<file path="src/rtl/ecc_hdr_pkg.sv">
// Shared definitions for the MIPI packet-header ECC pipeline: field offsets,
// parity-bit masks and the ECC generator.
package ecc_hdr_pkg;

    localparam int unsigned HDR_W      = 32;
    localparam int unsigned DATA_W     = 24;
    localparam int unsigned ECC_W      = 6;
    localparam int unsigned DI_LSB     = 0;
    localparam int unsigned WC_LSB_LSB = 8;
    localparam int unsigned WC_MSB_LSB = 16;
    localparam int unsigned ECC_LSB    = 24;

    // Bit i of Pn_MASK set means data bit i contributes to parity bit n.
    localparam logic [DATA_W-1:0] P0_MASK = 24'hF12CB7;
    localparam logic [DATA_W-1:0] P1_MASK = 24'hF2555B;
    localparam logic [DATA_W-1:0] P2_MASK = 24'h749A6D;
    localparam logic [DATA_W-1:0] P3_MASK = 24'hB8E38E;
    localparam logic [DATA_W-1:0] P4_MASK = 24'hDF03F0;
    localparam logic [DATA_W-1:0] P5_MASK = 24'hEFFC00;

    typedef logic [DATA_W-1:0] hdr_data_t;
    typedef logic [ECC_W-1:0]  ecc_t;

    typedef enum logic [1:0] {
        SYN_CLEAN,
        SYN_DATA,
        SYN_ECC,
        SYN_FATAL
    } syn_kind_t;

    function automatic ecc_t ecc_calc(input hdr_data_t d);
        ecc_t p;
        p[0] = ^(d & P0_MASK);
        p[1] = ^(d & P1_MASK);
        p[2] = ^(d & P2_MASK);
        p[3] = ^(d & P3_MASK);
        p[4] = ^(d & P4_MASK);
        p[5] = ^(d & P5_MASK);
        return p;
    endfunction

    // Syndrome produced by a single flip of data bit i.
    function automatic ecc_t ecc_col(input logic [4:0] i);
        return {P5_MASK[i], P4_MASK[i], P3_MASK[i], P2_MASK[i], P1_MASK[i], P0_MASK[i]};
    endfunction

endpackage

</file>
<file path="src/rtl/ecc_hdr_lane_fix.sv">
// One header lane: classify the syndrome, correct a single-bit error and
// rebuild the ECC byte.
module ecc_hdr_lane_fix
    import ecc_hdr_pkg::*;
(
    input  logic [DATA_W-1:0] i_data,
    input  logic [ECC_W-1:0]  i_syn,
    input  logic [7:0]        i_ecc_rx,
    output logic [HDR_W-1:0]  o_hdr,
    output logic              o_corr,
    output logic              o_fatal
);

    syn_kind_t         w_kind;
    logic [DATA_W-1:0] w_match;
    logic [DATA_W-1:0] w_data;

    always_comb begin
        w_match = '0;
        for (int unsigned i = 0; i < DATA_W; i++) begin
            w_match[i] = (i_syn == ecc_col(5'(i)));
        end
    end

    // Data columns all carry weight >= 3, so the data match is tested before one-hot.
    always_comb begin
        if (i_syn == '0) begin
            w_kind = SYN_CLEAN;
        end else if (|w_match) begin
            w_kind = SYN_DATA;
        end else if ($onehot(i_syn)) begin
            w_kind = SYN_ECC;
        end else begin
            w_kind = SYN_FATAL;
        end
    end

    always_comb begin
        w_data  = i_data;
        o_corr  = 1'b0;
        o_fatal = 1'b0;
        unique case (w_kind)
            SYN_DATA: begin
                w_data = i_data ^ w_match;
                o_corr = 1'b1;
            end
            SYN_ECC:   o_corr  = 1'b1;
            SYN_FATAL: o_fatal = 1'b1;
            default: ;
        endcase
        if (w_kind == SYN_FATAL) begin
            o_hdr = {i_ecc_rx & 8'h3F, w_data};
        end else begin
            o_hdr = {2'b00, ecc_calc(w_data), w_data};
        end
    end

endmodule

</file>
<file path="src/rtl/ecc_hdr_pipe.sv">
// Two-stage MIPI packet-header ECC generate/check pipeline, NUM_HDR lanes per beat.
// Define ECC_HDR_ERR_CNT_EN to add the saturating corrected/fatal event counters.
module ecc_hdr_pipe
    import ecc_hdr_pkg::*;
#(
    parameter int unsigned NUM_HDR  = 1,
    parameter bit          CHECK_EN = 1'b1
) (
    input  logic                  clk,
    input  logic                  rst,
`ifdef ECC_HDR_ERR_CNT_EN
    input  logic                  cnt_clr,
    output logic [15:0]           corr_cnt,
    output logic [15:0]           fatal_cnt,
`endif
    input  logic                  s_valid,
    output logic                  s_ready,
    input  logic [32*NUM_HDR-1:0] s_hdr,
    output logic                  m_valid,
    input  logic                  m_ready,
    output logic [32*NUM_HDR-1:0] m_hdr,
    output logic [NUM_HDR-1:0]    m_err_corr,
    output logic [NUM_HDR-1:0]    m_err_fatal
);

    logic                              w_en;
    logic                              r1_valid;
    logic [NUM_HDR-1:0][DATA_W-1:0]    r1_data;
    logic [NUM_HDR-1:0][7:0]           r1_ecc;
    logic [NUM_HDR-1:0][ECC_W-1:0]     r1_syn;
    logic [NUM_HDR-1:0][HDR_W-1:0]     w_hdr;
    logic [NUM_HDR-1:0]                w_corr;
    logic [NUM_HDR-1:0]                w_fatal;
    logic                              r_m_valid;
    logic [NUM_HDR-1:0][HDR_W-1:0]     r_m_hdr;
    logic [NUM_HDR-1:0]                r_m_corr;
    logic [NUM_HDR-1:0]                r_m_fatal;

    assign w_en    = !r_m_valid || m_ready;
    assign s_ready = w_en;

    // In generate mode r1_syn carries the computed ECC rather than a syndrome.
    always_ff @(posedge clk) begin
        if (rst) begin
            r1_valid <= 1'b0;
        end else if (w_en) begin
            r1_valid <= s_valid;
            if (s_valid) begin
                for (int unsigned k = 0; k < NUM_HDR; k++) begin
                    r1_data[k] <= s_hdr[HDR_W*k +: DATA_W];
                    r1_ecc[k]  <= s_hdr[HDR_W*k + ECC_LSB +: 8];
                    r1_syn[k]  <= CHECK_EN ?
                        (s_hdr[HDR_W*k + ECC_LSB +: ECC_W] ^ ecc_calc(s_hdr[HDR_W*k +: DATA_W])) :
                        ecc_calc(s_hdr[HDR_W*k +: DATA_W]);
                end
            end
        end
    end

    for (genvar k = 0; k < NUM_HDR; k++) begin : g_lane
        if (CHECK_EN) begin : g_chk
            ecc_hdr_lane_fix u_fix (
                .i_data   (r1_data[k]),
                .i_syn    (r1_syn[k]),
                .i_ecc_rx (r1_ecc[k]),
                .o_hdr    (w_hdr[k]),
                .o_corr   (w_corr[k]),
                .o_fatal  (w_fatal[k])
            );
        end else begin : g_gen
            assign w_hdr[k]   = {2'b00, r1_syn[k], r1_data[k]};
            assign w_corr[k]  = 1'b0;
            assign w_fatal[k] = 1'b0;
        end
    end

    always_ff @(posedge clk) begin
        if (rst) begin
            r_m_valid <= 1'b0;
            r_m_hdr   <= '0;
            r_m_corr  <= '0;
            r_m_fatal <= '0;
        end else if (w_en) begin
            r_m_valid <= r1_valid;
            if (r1_valid) begin
                r_m_hdr   <= w_hdr;
                r_m_corr  <= w_corr;
                r_m_fatal <= w_fatal;
            end
        end
    end

    assign m_valid     = r_m_valid;
    assign m_hdr       = r_m_hdr;
    assign m_err_corr  = r_m_corr;
    assign m_err_fatal = r_m_fatal;

`ifdef ECC_HDR_ERR_CNT_EN
    logic [15:0] r_corr_cnt;
    logic [15:0] r_fatal_cnt;
    logic [16:0] w_corr_sum;
    logic [16:0] w_fatal_sum;

    always_comb begin
        w_corr_sum  = {1'b0, r_corr_cnt}  + 17'($countones(r_m_corr));
        w_fatal_sum = {1'b0, r_fatal_cnt} + 17'($countones(r_m_fatal));
    end

    always_ff @(posedge clk) begin
        if (rst || cnt_clr) begin
            r_corr_cnt  <= '0;
            r_fatal_cnt <= '0;
        end else if (r_m_valid && m_ready) begin
            r_corr_cnt  <= w_corr_sum[16]  ? '1 : w_corr_sum[15:0];
            r_fatal_cnt <= w_fatal_sum[16] ? '1 : w_fatal_sum[15:0];
        end
    end

    assign corr_cnt  = r_corr_cnt;
    assign fatal_cnt = r_fatal_cnt;
`endif

endmodule

</file>
<file path="config.mk">
export PLATFORM = sky130hd
export DESIGN_NAME = ecc_hdr_pipe
export DESIGN_NICKNAME = d
export VERILOG_FILES = /design/src/rtl/ecc_hdr_pkg.sv /design/src/rtl/ecc_hdr_lane_fix.sv /design/src/rtl/ecc_hdr_pipe.sv
export SDC_FILE = /design/constraint.sdc
export NUM_CORES = 1
export LEC_CHECK = 0
export ABC_AREA = 1
export BUFFER_PORTS_ARGS = -buffer_cell sky130_fd_sc_hd__buf_2
export CAP_MARGIN = 20
export CORE_MARGIN = 2
export CORE_UTILIZATION = 49
export DETAILED_ROUTE_END_ITERATION = 12
export PLACE_DENSITY = 0.73
export SLEW_MARGIN = 20
export SYNTH_ARGS = -nofsm -noshare
export SYNTH_HDL_FRONTEND = slang
export SYNTH_SLANG_ARGS = --single-unit
</file>
<file path="constraint.sdc">
create_clock -name clk -period 4.39 [get_ports clk]
set_input_delay 0.878 -clock clk [delete_from_list [all_inputs] [get_ports clk]]
set_output_delay 0.878 -clock clk [all_outputs]
set_load 0.05 [all_outputs]
</file>
; ---- After elaboration in Yosys (flattened, before gate mapping)
; Index checks and enable logic that the tools add are counted.
[op_classes]
add_sub_neg = 5
bitwise_logic = 3
n_mux = 7
n_reduce_logical = 19
n_eq_ne = 28
[op_table]
columns = op, count
row1 = 24-bit parity, 12
row2 = "6-bit equality test, second input constant", 13
row3 = "6-bit by 5-bit equality test with 1-bit output, second input constant", 7
row4 = 30-bit two-way mux, 1
row5 = 24-bit two-way mux, 1
row6 = 24-bit OR reduction, 1
row7 = 24-bit bitwise XOR, 1
row8 = "6-bit by 4-bit equality test with 1-bit output, second input constant", 3
row9 = 1-bit by 1-bit adder with 2-bit output, 3
row10 = 3-bit adder, 2
row11 = "6-bit by 3-bit equality test with 1-bit output, second input constant", 1
row12 = 6-bit logical NOT, 1
row13 = 6-bit bitwise XOR, 1
row14 = "2-bit equality test, second input constant", 2
row15 = 2-bit two-way mux, 2
row16 = "3-bit by 1-bit equality test with 1-bit output, second input constant", 1
row17 = 1-bit two-way mux, 3
row18 = 3-bit AND reduction, 1
row19 = "2-bit by 1-bit equality test with 1-bit output, second input constant", 1
row20 = 2-bit AND reduction, 1
row21 = 2-bit OR reduction, 1
row22 = 1-bit logical NOT, 1
row23 = 1-bit logical OR, 1
row24 = 1-bit inverter, 1
[totals]
input_bits = 36
regBits = 72
output_inout_bits = 36
word_cells = 70

; ---- Depth between registers and ports, before layout
; Gate-level depths: netlist of the first run.
[depth]
depth_word = 11
mapped_depth = 29
ltp_nobuf = 27

; ---- Hierarchy
; A second synthesis of the first run with hierarchy kept.
[unflattened]
hier_cells = 840
hier_area_um2 = 5791.8
[by_module_without_submodules]
columns = module, seq_area_each_um2, n_inst, area_per_inst_um2, cells_per_inst
row1 = ecc_hdr_pipe, 1861.8, 1, 3398.3, 407
row2 = ecc_hdr_lane_fix, 0.0, 1, 2393.5, 433

; ---- Worst setup path after synthesis of the first run
; No wires, ideal clock.
[synth_path]
path_type = flip-flop to flip-flop
startpoint = reg r1_syn[4] in the netlist's numbering
endpoint = reg r_m_hdr (netlist bit m_hdr[28])
required_ns = 4.258
path_buffers = 2
slack_ns = 0.831
synth_period_minus_slack_ns = 3.559
t_arrival_ns = 3.426
setup_time_ns = 0.132
stages_incl_launch_ff = 27
path_cell_list = edfxtp_1 > ha_1 > inv_2 > fa_1 > inv_1 > ha_1 > a21oi_1 > o21ai_0 > o31ai_1 > inv_1 > ha_1 > buf_6 > inv_4 > buf_6 > nor2_1 > nand2_1 > nand2_4 > xnor2_1 > nand2_1 > nand2_1 > nand2_1 > nand2_1 > inv_1 > nand2_1 > nand3_1 > nand2_1 > a21oi_1
[synth_via]
elab_chain_cells = 10
word_cells_on_any_way = 38
classes_between = add/sub (2) / eq/ne (27) / mux (5) / bitwise (1) / reduce/logical (3)
[synth_lines]
columns = item, line
row1 = "start, declared", ecc_hdr_pipe.sv:30  ; logic [NUM_HDR-1:0][ECC_W-1:0] r1_syn;
row2 = "start signal, assigned by index", ecc_hdr_pipe.sv:52  ; r1_syn[k] <= CHECK_EN ?
row3 = 1-bit by 1-bit adder with 2-bit output (implied by the code), ecc_hdr_lane_fix.sv:31  ; end else if ($onehot(i_syn)) begin
row4 = 3-bit adder (implied by the code), ecc_hdr_lane_fix.sv:31
row5 = 3-bit by 1-bit equality test with 1-bit output, ecc_hdr_lane_fix.sv:31
row6 = 1-bit two-way mux, ecc_hdr_lane_fix.sv:31
row7 = 2-bit two-way mux, ecc_hdr_lane_fix.sv:29  ; end else if (|w_match) begin
row8 = 2-bit two-way mux, ecc_hdr_lane_fix.sv:27  ; if (i_syn == '0) begin
row9 = 2-bit by 1-bit equality test with 1-bit output, ecc_hdr_lane_fix.sv:42  ; unique case (w_kind)
row10 = 24-bit two-way mux, ecc_hdr_lane_fix.sv:42
row11 = 24-bit parity, ecc_hdr_pkg.sv:37  ; p[4] = ^(d & P4_MASK);
row12 = 30-bit two-way mux *, ecc_hdr_lane_fix.sv:51  ; if (w_kind == SYN_FATAL) begin
row13 = "end signal, assigned", ecc_hdr_pipe.sv:86  ; r_m_hdr <= w_hdr;
row14 = "end, declared", ecc_hdr_pipe.sv:35  ; logic [NUM_HDR-1:0][HDR_W-1:0] r_m_hdr;
; Every way passes the cells marked *; elsewhere a longest branch is shown, timed or not.
; A chain may end at the register's enable or synchronous reset.

; ---- Worst setup path after layout of the first run
[layout_path]
startpoint = reg r1_syn[4] in the netlist's numbering
endpoint = reg r_m_hdr (netlist bit m_hdr[25])
[layout_via]
elab_chain_cells = 10
word_cells_on_any_way = 38
classes_between = add/sub (2) / eq/ne (27) / mux (5) / bitwise (1) / reduce/logical (3)
[layout_lines]
columns = item, line
row1 = 1-bit by 1-bit adder with 2-bit output (implied by the code), ecc_hdr_lane_fix.sv:31
row2 = 3-bit adder (implied by the code), ecc_hdr_lane_fix.sv:31
row3 = 3-bit by 1-bit equality test with 1-bit output, ecc_hdr_lane_fix.sv:31
row4 = 1-bit two-way mux, ecc_hdr_lane_fix.sv:31
row5 = 2-bit two-way mux, ecc_hdr_lane_fix.sv:29
row6 = 2-bit two-way mux, ecc_hdr_lane_fix.sv:27
row7 = 2-bit by 1-bit equality test with 1-bit output, ecc_hdr_lane_fix.sv:42
row8 = 24-bit two-way mux, ecc_hdr_lane_fix.sv:42
row9 = 24-bit parity, ecc_hdr_pkg.sv:34  ; p[1] = ^(d & P1_MASK);
row10 = 30-bit two-way mux *, ecc_hdr_lane_fix.sv:51
; Marked as above.

==> results of run 1 <==
-- registers in the layout (all words and copies together) (netlist names) --
signal / cells
m_err_corr: 1
m_err_fatal: 1
m_hdr: 30
m_valid: 1
r1_data: 24
r1_ecc: 6
r1_syn: 6
r1_valid: 1
-- per-layer routing --
metal | global-route usage, % | up-vias
li1 | - | 2242
met1 | 26.9 | 1880
met2 | 34.5 | 123
met3 | 4.05 | 24
met4 | 6.67 | 0
met5 | 0 | -
-- cells in the final DEF, fill, tap and decap left out, types with 9 or more instances in the layout --
| cell | Yosys | layout |
|---|---|---|
| sky130_fd_sc_hd__inv_2 | 16 | 16 |
| sky130_fd_sc_hd__o211ai_1 | 18 | 18 |
| sky130_fd_sc_hd__nand3_1 | 50 | 50 |
| sky130_fd_sc_hd__buf_2 | 2 | 67 |
| sky130_fd_sc_hd__ha_1 | 18 | 17 |
| sky130_fd_sc_hd__dfxtp_1 | 34 | 34 |
| sky130_fd_sc_hd__xnor2_1 | 46 | 46 |
| sky130_fd_sc_hd__nand2_2 | 12 | 12 |
| sky130_fd_sc_hd__clkbuf_8 | 0 | 9 |
| sky130_fd_sc_hd__nor2_1 | 30 | 28 |
| sky130_fd_sc_hd__xor2_1 | 34 | 34 |
| sky130_fd_sc_hd__nand2_1 | 202 | 202 |
| sky130_fd_sc_hd__o21ai_0 | 11 | 11 |
| sky130_fd_sc_hd__a21oi_1 | 12 | 12 |
| sky130_fd_sc_hd__edfxtp_1 | 36 | 36 |
| sky130_fd_sc_hd__inv_1 | 82 | 82 |
-- final cells by class --
class                      count  area, µm²
fill                         915       4190
multi-input combinational    483       2810
clock inverter                 7       73.8
sequential                    70       1760
tap                          133        166
inverter                     101        382
timing repair buffer          70        358
clock buffer                   9        124
-- power breakdown --
| group | leakage, nW | total [mW] | internal (mW) | switching [mW] |
|---|---|---|---|---|
| clock network | 0.0996 | 0.523 | 0.264 | 0.259 |
| logic | 2.07 | 0.986 | 0.305 | 0.681 |
| registers | 0.617 | 0.794 | 0.759 | 0.0348 |
-- stage by stage --
step,worst slack (ns),std cells
after floorplan,0.831,670
after global placement,0.387,857
after detailed placement,0.252,857
after CTS,0.231,873
after global routing,-0.0257,873
final,0.286,873
-- cell families after synthesis --
logic type,count (synthesis)
XOR/XNOR,83
flip-flops,70
AND/OR/NAND/NOR,321
buffers and inverters,117
AO/OA/AOI/OAI,57
adder cells (fa/ha/maj),20
other,1
-- worst paths after layout --
check | startpoint | endpoint | slack [ns] | cells past startpoint
worst max-delay path | r1_syn[4]$_DFFE_PP_ | m_hdr[25]$_SDFFE_PP0P_ | 0.29 | 26
worst min-delay path | m_hdr[27]$_SDFFE_PP0P_ | m_hdr[27]$_SDFFE_PP0P_ | 0.47 | 2
worst max register to register | r1_syn[4]$_DFFE_PP_ | m_hdr[25]$_SDFFE_PP0P_ | 0.29 | 26
worst min register to register | m_hdr[27]$_SDFFE_PP0P_ | m_hdr[27]$_SDFFE_PP0P_ | 0.47 | 2
-- critical path: cells and delay by family (launching register included) --
kind                       cells  cell delay [ns]
adders and majority gates      4             1.34
and+or+nand+nor               12             1.14
AOI/OAI and AO/OA              4             0.53
buffers and inverters          6             0.51
DFF                            1             0.44
==> run_results.csv, run 1 <==
group,metric,value,unit
drt,route.vias.total,4269,
critical_path,critical-path-slowest-cell,"sky130_fd_sc_hd__fa_1",
yosys,synth.top_cells.by_count,"202 x sky130_fd_sc_hd__nand2_1, 82 x sky130_fd_sc_hd__inv_1, 50 x sky130_fd_sc_hd__nand3_1",
critical_path,timing.critical_path.arrival,4.34,ns
clocking,clock_slew_seen_by_the_registers_of_the_worst_setup_and_hold_paths,0.08,ns
die,core-area,9860,µm²
die,floorplan.die_area,11100,µm²
sta,max_clock_freq,244,MHz
critical_path,crit_path_max_fanout,7,
yosys,synth_flop_cell,"sky130_fd_sc_hd__edfxtp_1",
clocking,cts_max_level,3,
layout,share_of_the_core_filled_with_cells,57.5,%
yosys,netlist_instances,669,
pwr,cellLeakagePower,2.79,nW
critical_path,max_incr_delay_on_cp,0.53,ns
global_routing,grt_overflow_total,0,
placed_design,portBuffers,67,
clocking,cts-root-to-sink-buffers,2,
clocking,cts_tree,"yes",
critical_path,cp_data_required_time,4.63,ns
die,io_pins,72,
drt,route.layer.met1.wl,5290,µm
drt,wl_per_cell,12.9,µm
layout,synthToLayoutAreaGrowth,13.1,%
yosys,post_synth.cell_area_avg,7.50,µm²
global_routing,grt_pass1_wl,18300,µm
die,die-height,105,µm
critical_path,path_class,"reg2reg",
critical_path,timing.critical_path.mode_cell,"sky130_fd_sc_hd__nand2_1",
yosys,synth-edff-count,36,
pwr,power_density,406,nW/µm²
sta,max_slew_violations,0,
placed_design,detailed_place.area,5460,µm²
clocking,postCtsSetupRepairBufs,0,
run,cap_viol_max_count,0,
critical_path,crit_path_start_kind,"register",
yosys,yosysTopAreaCell,"sky130_fd_sc_hd__edfxtp_1",
yosys,synth.ff_latch_count,70,
drt,drt-total-wl,11300,µm
drt,drc,0,
critical_path,end_kind,"register",
yosys,register_area_share_after_synthesis,35.1,%
status,outcome,"complete, no violations",
drt,routed-wl-met2,5180,µm
global_routing,grt_pass1_vias,3900,
yosys,ys_warn_count,0,
layout,antennaDiodeCount,0,
yosys,syn-cell-area,5020,µm²
clocking,cts.root.buffer_cell,"sky130_fd_sc_hd__clkbuf_8",
die,chipWidth,105,µm
yosys,dominant_combinational_cell_family_by_area_after_synthesis,"simple AND/OR/NAND/NOR gates",
yosys,synth_mux_area_share,0,%
sta,worst-slew-pin-transition,0.563,ns
yosys,adder_and_majority_gate_portion_of_the_synthesized_area,5.29,%
drt,dr.max_layer_used,"met4",
placed_design,place_congestion,0.910,
clocking,number_of_buffers_inserted_during_clock_tree_synthesis,9,
die,core.rowCount,36,
yosys,ys_top_cells_by_area,"sky130_fd_sc_hd__edfxtp_1 22%, sky130_fd_sc_hd__nand2_1 15%, sky130_fd_sc_hd__dfxtp_1 14%",
die,initial_utilization,50.9,%
sta,clock-skew-final,0.00838,ns
yosys,post_synth_and_or_nand_nor_area_fraction,27.8,%
drt,detail_route.vias_per_cell,4.89,
hold_path,holdCritPathClass,"reg2reg",
sta,post-route-period-util,93.5,%
drt,detailedRoute.firstPassIterationCount,5,
sta,finalCriticalPeriod,4.10,ns
layout,nets,791,
sta,timing.setup.tns,0,ns
yosys,synth_largest_type_area_fraction,21.5,%
clocking,cts-resized-gates,0,
yosys,synth_xor_area_share,14.9,%
yosys,synth_compound_area_share,7.36,%
clocking,clkLatencyLatePin,0.35,ns
yosys,ys_types,36,
sta,report.final.hold_viol_count,0,
global_routing,initial_antenna_violation_count,0,
global_routing,pin_count_of_the_biggest_net_entering_global_routing,38,
yosys,synth-async-reset-ratio,0,%
pwr,vdd_ir_drop_max,0.244,mV
sta,hold_slack_final,0.474,ns
placed_design,hpwlAfterDp,9050,µm
sta,timing.final.setup_violations,0,
clocking,numClockSinks,70,
sta,worst_slew_margin_rel,62.4,%
clocking,cts_hold_repair.buffers,0,
layout,layout.cell_area.non_filler,5670,µm²
yosys,yosys.cell_count.top_type,"sky130_fd_sc_hd__nand2_1",
drt,wl_met3,547,µm
pwr,p_total,2.30,mW
drt,drtAntennaViolNets,0,
global_routing,grt.total_usage,20.7,%
layout,final_layout_size_suffix_gt1_share,17.8,%
drt,drt_iter0_drc,273,
Power figures use the tool's default switching activity.
==> run 2, diff against run 1 <==
BUFFER_PORTS_ARGS = -buffer_cell sky130_fd_sc_hd__clkbuf_2   (was -buffer_cell sky130_fd_sc_hd__buf_2)
==> run 2 against run 1 <==
Against the previous run:
- via count increased by 0.23%
- critical endpoint unchanged
- cell area fell by 0.35%
- hold slack worse by 0.0023 ns
- final cell count unchanged
- clock skew increased by 0.0015 ns
- first-iteration DRC count decreased by 6.2%
- die area stayed put
- critical path depth fell by 2
- sequential cell count unchanged
- highest routed layer unchanged
- critical path type unchanged
- non-clock buffer count is the same
==> run_results.csv, run 2 (same netlist as run 1, synthesis figures left out) <==
group,metric,value,unit
global_routing,initial_antenna_violation_count,0,
sta,timing.setup.tns,0,ns
global_routing,grt_overflow_total,0,
die,floorplan.die_area,11100,µm²
layout,layout.cells.most_common_list,"202 x sky130_fd_sc_hd__nand2_1, 82 x sky130_fd_sc_hd__inv_1, 67 x sky130_fd_sc_hd__clkbuf_2, 50 x sky130_fd_sc_hd__nand3_1, 46 x sky130_fd_sc_hd__xnor2_1",
placed_design,portBuffers,67,
die,io_pins,72,
drt,drt_iter0_drc,256,
layout,nets,791,
drt,drc,0,
pwr,power_density,397,nW/µm²
clocking,cts.root.buffer_cell,"sky130_fd_sc_hd__clkbuf_8",
placed_design,detailed_place.area,5460,µm²
die,core-area,9860,µm²
critical_path,cp_data_required_time,4.63,ns
sta,worst-slew-pin-transition,0.563,ns
sta,max_clock_freq,247,MHz
sta,timing.final.setup_violations,0,
layout,layout.cell_area.non_filler,5650,µm²
drt,detail_route.vias_per_cell,4.90,
sta,clock-skew-final,0.00984,ns
placed_design,hpwlAfterDp,9060,µm
clocking,cts_tree,"yes",
sta,hold_slack_final,0.472,ns
layout,synthToLayoutAreaGrowth,12.7,%
layout,share_of_the_core_filled_with_cells,57.3,%
critical_path,path_class,"reg2reg",
layout,multi_input_gate_area,2810,µm²
pwr,vdd_ir_drop_max,0.208,mV
sta,unrepaired_setup_endpoints_after_global_routing,"no",
sta,finalCriticalPeriod,4.05,ns
clocking,cts-root-to-sink-buffers,2,
clocking,clkLatencyLatePin,0.36,ns
drt,detailedRoute.firstPassIterationCount,7,
layout,nFillCells,939,
die,chipWidth,105,µm
layout,seqCellArea,1760,µm²
critical_path,crit_path_max_fanout,6,
die,initial_utilization,50.9,%
die,core.rowCount,36,
sta,report.final.hold_viol_count,0,
critical_path,crit_path_start_kind,"register",
sta,post-route-period-util,92.3,%
critical_path,end_kind,"register",
global_routing,grt.total_usage,20.7,%
clocking,number_of_buffers_inserted_during_clock_tree_synthesis,9,
global_routing,grt_pass1_wl,18000,µm
hold_path,holdCritPathClass,"reg2reg",
placed_design,place_congestion,0.900,
sta,max_slew_violations,0,
global_routing,pin_count_of_the_biggest_net_entering_global_routing,43,
sta,worst_slew_margin_rel,62.4,%
status,outcome,"complete, no violations",
clocking,cts_max_level,3,
clocking,numClockSinks,70,
placed_design,place_ws,0.267,ns
run,cap_viol_max_count,0,
layout,antennaDiodeCount,0,
critical_path,timing.critical_path.arrival,4.29,ns
drt,drtAntennaViolNets,0,
sta,fin_ws,0.340,ns
global_routing,grt_pass1_vias,3908,
layout,mostFrequentLayoutCell,"sky130_fd_sc_hd__nand2_1",
drt,route.vias.total,4279,
die,die-height,105,µm
clocking,cts_hold_repair.buffers,0,
pwr,cellLeakagePower,2.76,nW
drt,drt-total-wl,11200,µm
drt,wl_per_cell,12.9,µm
layout,final_layout_size_suffix_gt1_share,17.8,%
clocking,clock_slew_seen_by_the_registers_of_the_worst_setup_and_hold_paths,0.08,ns
layout,max_reg_flops,30,
==> run 2: repair_timing <==
action                     CTS  global route
hold endpoints to repair     0             0
setup buffers                0             0
gates resized for setup      0             3
setup endpoints to repair    0             6
==> run 2: final cells by class <==
cell class,count,area share [%]
inverter,101,6.75
tap,133,2.94
sequential,70,31.2
clock inverter,7,0.885
clock buffer,9,2.19
timing repair buffer,70,6.33
multi-input combinational,483,49.7
==> run 2: power by group <==
group / internal (mW) / switching, mW / leakage (nW)
combinational: 0.308 / 0.682 / 2.06
sequential: 0.759 / 0.0334 / 0.617
clock: 0.205 / 0.256 / 0.0832
total: 1.27 / 0.972 / 2.76
==> run 2: path summary, 6_finish.rpt <==
path | startpoint | to | slack (ns) | cells after the start
worst max-delay path | r1_syn[2]$_DFFE_PP_ | m_hdr[25]$_SDFFE_PP0P_ | 0.34 | 24
worst min-delay path | m_hdr[24]$_SDFFE_PP0P_ | m_hdr[24]$_SDFFE_PP0P_ | 0.47 | 2
worst max register to register | r1_syn[2]$_DFFE_PP_ | m_hdr[25]$_SDFFE_PP0P_ | 0.34 | 24
worst min register to register | m_hdr[24]$_SDFFE_PP0P_ | m_hdr[24]$_SDFFE_PP0P_ | 0.47 | 2
==> run 2: critical path, cell delays in order (launching register included) <==
cell	delay, ns
sky130_fd_sc_hd__edfxtp_1	0.43
sky130_fd_sc_hd__ha_1	0.31
sky130_fd_sc_hd__ha_1	0.28
sky130_fd_sc_hd__o21a_1	0.14
sky130_fd_sc_hd__nor4_1	0.42
sky130_fd_sc_hd__nand4_1	0.28
sky130_fd_sc_hd__o31ai_1	0.27
sky130_fd_sc_hd__inv_1	0.11
sky130_fd_sc_hd__ha_2	0.26
sky130_fd_sc_hd__nand3_1	0.10
sky130_fd_sc_hd__nand2_1	0.05
sky130_fd_sc_hd__nand2_1	0.16
sky130_fd_sc_hd__inv_1	0.08
sky130_fd_sc_hd__nand2_1	0.07
sky130_fd_sc_hd__nand2_1	0.12
sky130_fd_sc_hd__inv_1	0.15
sky130_fd_sc_hd__nand2_1	0.08
sky130_fd_sc_hd__nand2_1	0.14
sky130_fd_sc_hd__inv_2	0.05
sky130_fd_sc_hd__nand2_1	0.06
sky130_fd_sc_hd__nand2_1	0.05
sky130_fd_sc_hd__nand2_1	0.05
sky130_fd_sc_hd__nand3_1	0.14
sky130_fd_sc_hd__nand2_1	0.10
sky130_fd_sc_hd__a21oi_1	0.06
==> run 2: metal layers <==
layer	vias up	wire, µm	global-route usage, %
met2	90	5250	34.1
met5	-	0	0
met3	19	387	3.68
met1	1923	5340	26.8
met4	0	258	8.19
li1	2247	-	-
==> run 2: stage by stage <==
step	total power, mW	std cells
3_5_place_dp	1.79	857
4_1_cts	2.26	873
3_3_place_gp	1.76	857
2_1_floorplan	1.59	670
6_report	2.24	873
5_1_grt	2.39	873
==> run 3, diff against run 2 <==
ABC_AREA = 0   (was 1)
CELL_PAD_IN_SITES_DETAIL_PLACEMENT = 1   (was not set)
CELL_PAD_IN_SITES_GLOBAL_PLACEMENT = 2   (was not set)
CORE_UTILIZATION = 40   (was 49)
PLACE_DENSITY = 0.88   (was 0.73)
clock period = 4.9 ns   (was 4.39 ns; I/O delays follow)
==> run 3 against run 2 <==
Against the previous run:
- sequential share of layout area is 3.8 points higher
- clock-buffer cell count is 1 higher
- register-to-register slack worse by 0.07 ns
==> run_results.csv, run 3 <==
group,metric,value,unit
sta,timing.setup.tns,0,ns
drt,detailedRoute.firstPassIterationCount,4,
yosys,synth.ff_latch_count,70,
yosys,synth_largest_type_area_fraction,25.0,%
clocking,number_of_buffers_inserted_during_clock_tree_synthesis,9,
sta,finalCriticalPeriod,4.63,ns
layout,layout.cells.most_common_list,"67 x sky130_fd_sc_hd__clkbuf_2, 63 x sky130_fd_sc_hd__xnor2_1, 36 x sky130_fd_sc_hd__edfxtp_1, 34 x sky130_fd_sc_hd__dfxtp_1, 33 x sky130_fd_sc_hd__nor2_1",
clocking,clock_slew_seen_by_the_registers_of_the_worst_setup_and_hold_paths,0.08,ns
critical_path,crit-reg2reg-launch,"r1_syn[2]$_DFFE_PP_",
sta,worst_slew_margin_rel,37.8,%
placed_design,place_congestion,0.891,
yosys,yosysTopAreaCell,"sky130_fd_sc_hd__edfxtp_1",
placed_design,hpwlAfterDp,8610,µm
clocking,cts_tree,"yes",
yosys,ys_top_cells_by_area,"sky130_fd_sc_hd__edfxtp_1 25%, sky130_fd_sc_hd__dfxtp_1 16%, sky130_fd_sc_hd__xnor2_1 13%",
placed_design,place_ws,0.0935,ns
sta,timing.final.setup_violations,0,
drt,drt-total-wl,10900,µm
clocking,clkLatencyLatePin,0.36,ns
clocking,cts-root-to-sink-buffers,2,
critical_path,timing.reg2reg.setup_slack,0.27,ns
layout,nets,505,
global_routing,grt.total_usage,19.9,%
critical_path,crit_path_max_fanout,14,
sta,max_clock_freq,216,MHz
sta,report.final.hold_viol_count,0,
yosys,syn-cell-area,4320,µm²
placed_design,portBuffers,67,
critical_path,end_kind,"register",
drt,drt_iter0_drc,82,
pwr,power_density,418,nW/µm²
yosys,synth.top_cells.by_count,"64 x sky130_fd_sc_hd__xnor2_1, 36 x sky130_fd_sc_hd__edfxtp_1, 34 x sky130_fd_sc_hd__dfxtp_1",
yosys,yosys.cell_count.top_type,"sky130_fd_sc_hd__xnor2_1",
yosys,post_synth.cell_area_avg,11.3,µm²
drt,route.vias.total,2989,
die,chipWidth,108,µm
critical_path,cp_data_required_time,5.11,ns
layout,synthToLayoutAreaGrowth,16.7,%
status,outcome,"complete, no violations",
pwr,vdd_ir_drop_max,0.137,mV
drt,drc,0,
critical_path,path_class,"reg2reg",
critical_path,timing.critical_path.arrival,4.83,ns
clocking,cts_max_level,3,
sta,worst-slew-pin-transition,0.934,ns
yosys,ys_warn_count,0,
die,core.rowCount,37,
sta,post-route-period-util,94.4,%
critical_path,rr_worst_depth,17,
drt,drtAntennaViolNets,0,
hold_path,holdCritPathClass,"reg2reg",
die,floorplan.die_area,11600,µm²
run,cap_viol_max_count,0,
global_routing,initial_antenna_violation_count,0,
sta,max_slew_violations,0,
sta,fin_ws,0.274,ns
layout,mostFrequentLayoutCell,"sky130_fd_sc_hd__clkbuf_2",
hold_path,worstHoldEndpoint,"m_err_fatal$_SDFFE_PP0P_",
critical_path,crit-reg2reg-capture,"m_hdr[25]$_SDFFE_PP0P_",
sta,hold_slack_final,0.460,ns
layout,share_of_the_core_filled_with_cells,48.4,%
layout,seqCellArea,1760,µm²
die,die-height,108,µm
yosys,netlist_instances,381,
drt,detail_route.vias_per_cell,5.07,
yosys,synth_flop_cell,"sky130_fd_sc_hd__edfxtp_1",
die,io_pins,72,
global_routing,pin_count_of_the_biggest_net_entering_global_routing,56,
yosys,synth-edff-count,36,
yosys,synth-async-reset-ratio,0,%
layout,multi_input_gate_area,2380,µm²
drt,wl_per_cell,18.5,µm
layout,antennaDiodeCount,0,
clocking,cts_hold_repair.buffers,0,
pwr,cellLeakagePower,2.09,nW
sta,clock-skew-final,0.00859,ns
layout,nFillCells,1151,
global_routing,grt_pass1_vias,3188,
die,initial_utilization,41.4,%
global_routing,grt_pass1_wl,17100,µm
yosys,ys_types,43,
yosys,register_area_share_after_synthesis,40.8,%
hold_path,hold-path-cell-count,2,
clocking,numClockSinks,70,
global_routing,grt_overflow_total,0,
hold_path,hp-start,"m_err_fatal$_SDFFE_PP0P_",
critical_path,crit_path_start_kind,"register",
clocking,cts.root.buffer_cell,"sky130_fd_sc_hd__clkbuf_8",
layout,max_reg_flops,30,
die,core-area,10400,µm²
layout,final_layout_size_suffix_gt1_share,25.6,%
==> run 3: kinds of logic (layout without fill, tap and decap cells) <==
family / Yosys count / in the layout / synth area share [%]
compound gates: 51 / 51 / 8.26
xor+xnor: 118 / 118 / 30.8
fa+ha+maj: 20 / 20 / 6.15
buf+inv: 43 / 115 / 4.55
flops: 70 / 70 / 40.8
mux: 3 / 3 / 0.696
other cells: 1 / 2 / 0.0869
simple gates: 75 / 75 / 8.64
==> run 3: power breakdown <==
| part | internal (mW) | switching (mW) | leakage [nW] |
|---|---|---|---|
| logic | 0.357 | 0.516 | 1.36 |
| registers | 0.678 | 0.0334 | 0.617 |
| clock network | 0.273 | 0.249 | 0.113 |
| total | 1.31 | 0.799 | 2.09 |
==> run 3: critical path, cell delays in order (launching register included) <==
cell                       delay, ns
sky130_fd_sc_hd__edfxtp_1       0.43
sky130_fd_sc_hd__ha_2           0.29
sky130_fd_sc_hd__ha_1           0.27
sky130_fd_sc_hd__a21o_1         0.17
sky130_fd_sc_hd__a221oi_1       0.25
sky130_fd_sc_hd__nand3_1        0.11
sky130_fd_sc_hd__a221o_1        0.29
sky130_fd_sc_hd__nor4_1         0.27
sky130_fd_sc_hd__a31oi_1        0.12
sky130_fd_sc_hd__ha_1           0.27
sky130_fd_sc_hd__buf_4          0.19
sky130_fd_sc_hd__nand4_1        0.11
sky130_fd_sc_hd__xor2_1         0.26
sky130_fd_sc_hd__xor3_2         0.55
sky130_fd_sc_hd__xnor2_2        0.24
sky130_fd_sc_hd__xnor3_1        0.37
sky130_fd_sc_hd__mux2i_1        0.18
sky130_fd_sc_hd__a211oi_1       0.10
==> run 3: layout make-up <==
class	instances	share of cell area, %
repair buffers	81	8.74
well taps	136	3.38
inverters	18	1.34
multi-input cells	269	47.2
clock inverters	6	1.42
clock buffers	10	2.96
flip-flops and latches	70	35.0
==> run 3: per-stage QoR <==
stage / total power [mW] / cell area (µm²) / cells
floorplan: 1.40 / 4320 / 382
CTS: 2.12 / 5020 / 590
global route: 2.22 / 5040 / 590
detailed placement: 1.60 / 4800 / 574
global placement: 1.56 / 4800 / 574
finish: 2.11 / 5040 / 590
==> run 3: worst max path at each step <==
stage	startpoint	end	slack [ns]	cells after the start
2_1_floorplan	r1_syn[2]$_DFFE_PP_	m_hdr[24]$_SDFFE_PP0P_	0.83	18
3_3_place_gp	r1_syn[2]$_DFFE_PP_	m_hdr[25]$_SDFFE_PP0P_	0.31	17
3_5_place_dp	r1_syn[2]$_DFFE_PP_	m_hdr[25]$_SDFFE_PP0P_	0.09	17
4_1_cts	r1_syn[2]$_DFFE_PP_	m_hdr[25]$_SDFFE_PP0P_	0.08	17
5_1_grt	r1_syn[2]$_DFFE_PP_	m_hdr[25]$_SDFFE_PP0P_	-0.006	17
6_report	r1_syn[2]$_DFFE_PP_	m_hdr[25]$_SDFFE_PP0P_	0.27	17
==> run 3: layer usage <==
metal / vias up / global-route usage [%] / wire length, µm
met3: 15 / 4.18 / 510
met1: 1452 / 25.0 / 4710
met2: 77 / 34.2 / 5510
met4: 0 / 6.50 / 169
met5: - / 0 / 0
li1: 1445 / - / -
==> run 3: what timing repair did <==
action,in CTS,in global routing
gates resized for setup,0,4
endpoints found under the hold margin,0,0
setup buffers,0,0
setup endpoints to repair,0,5
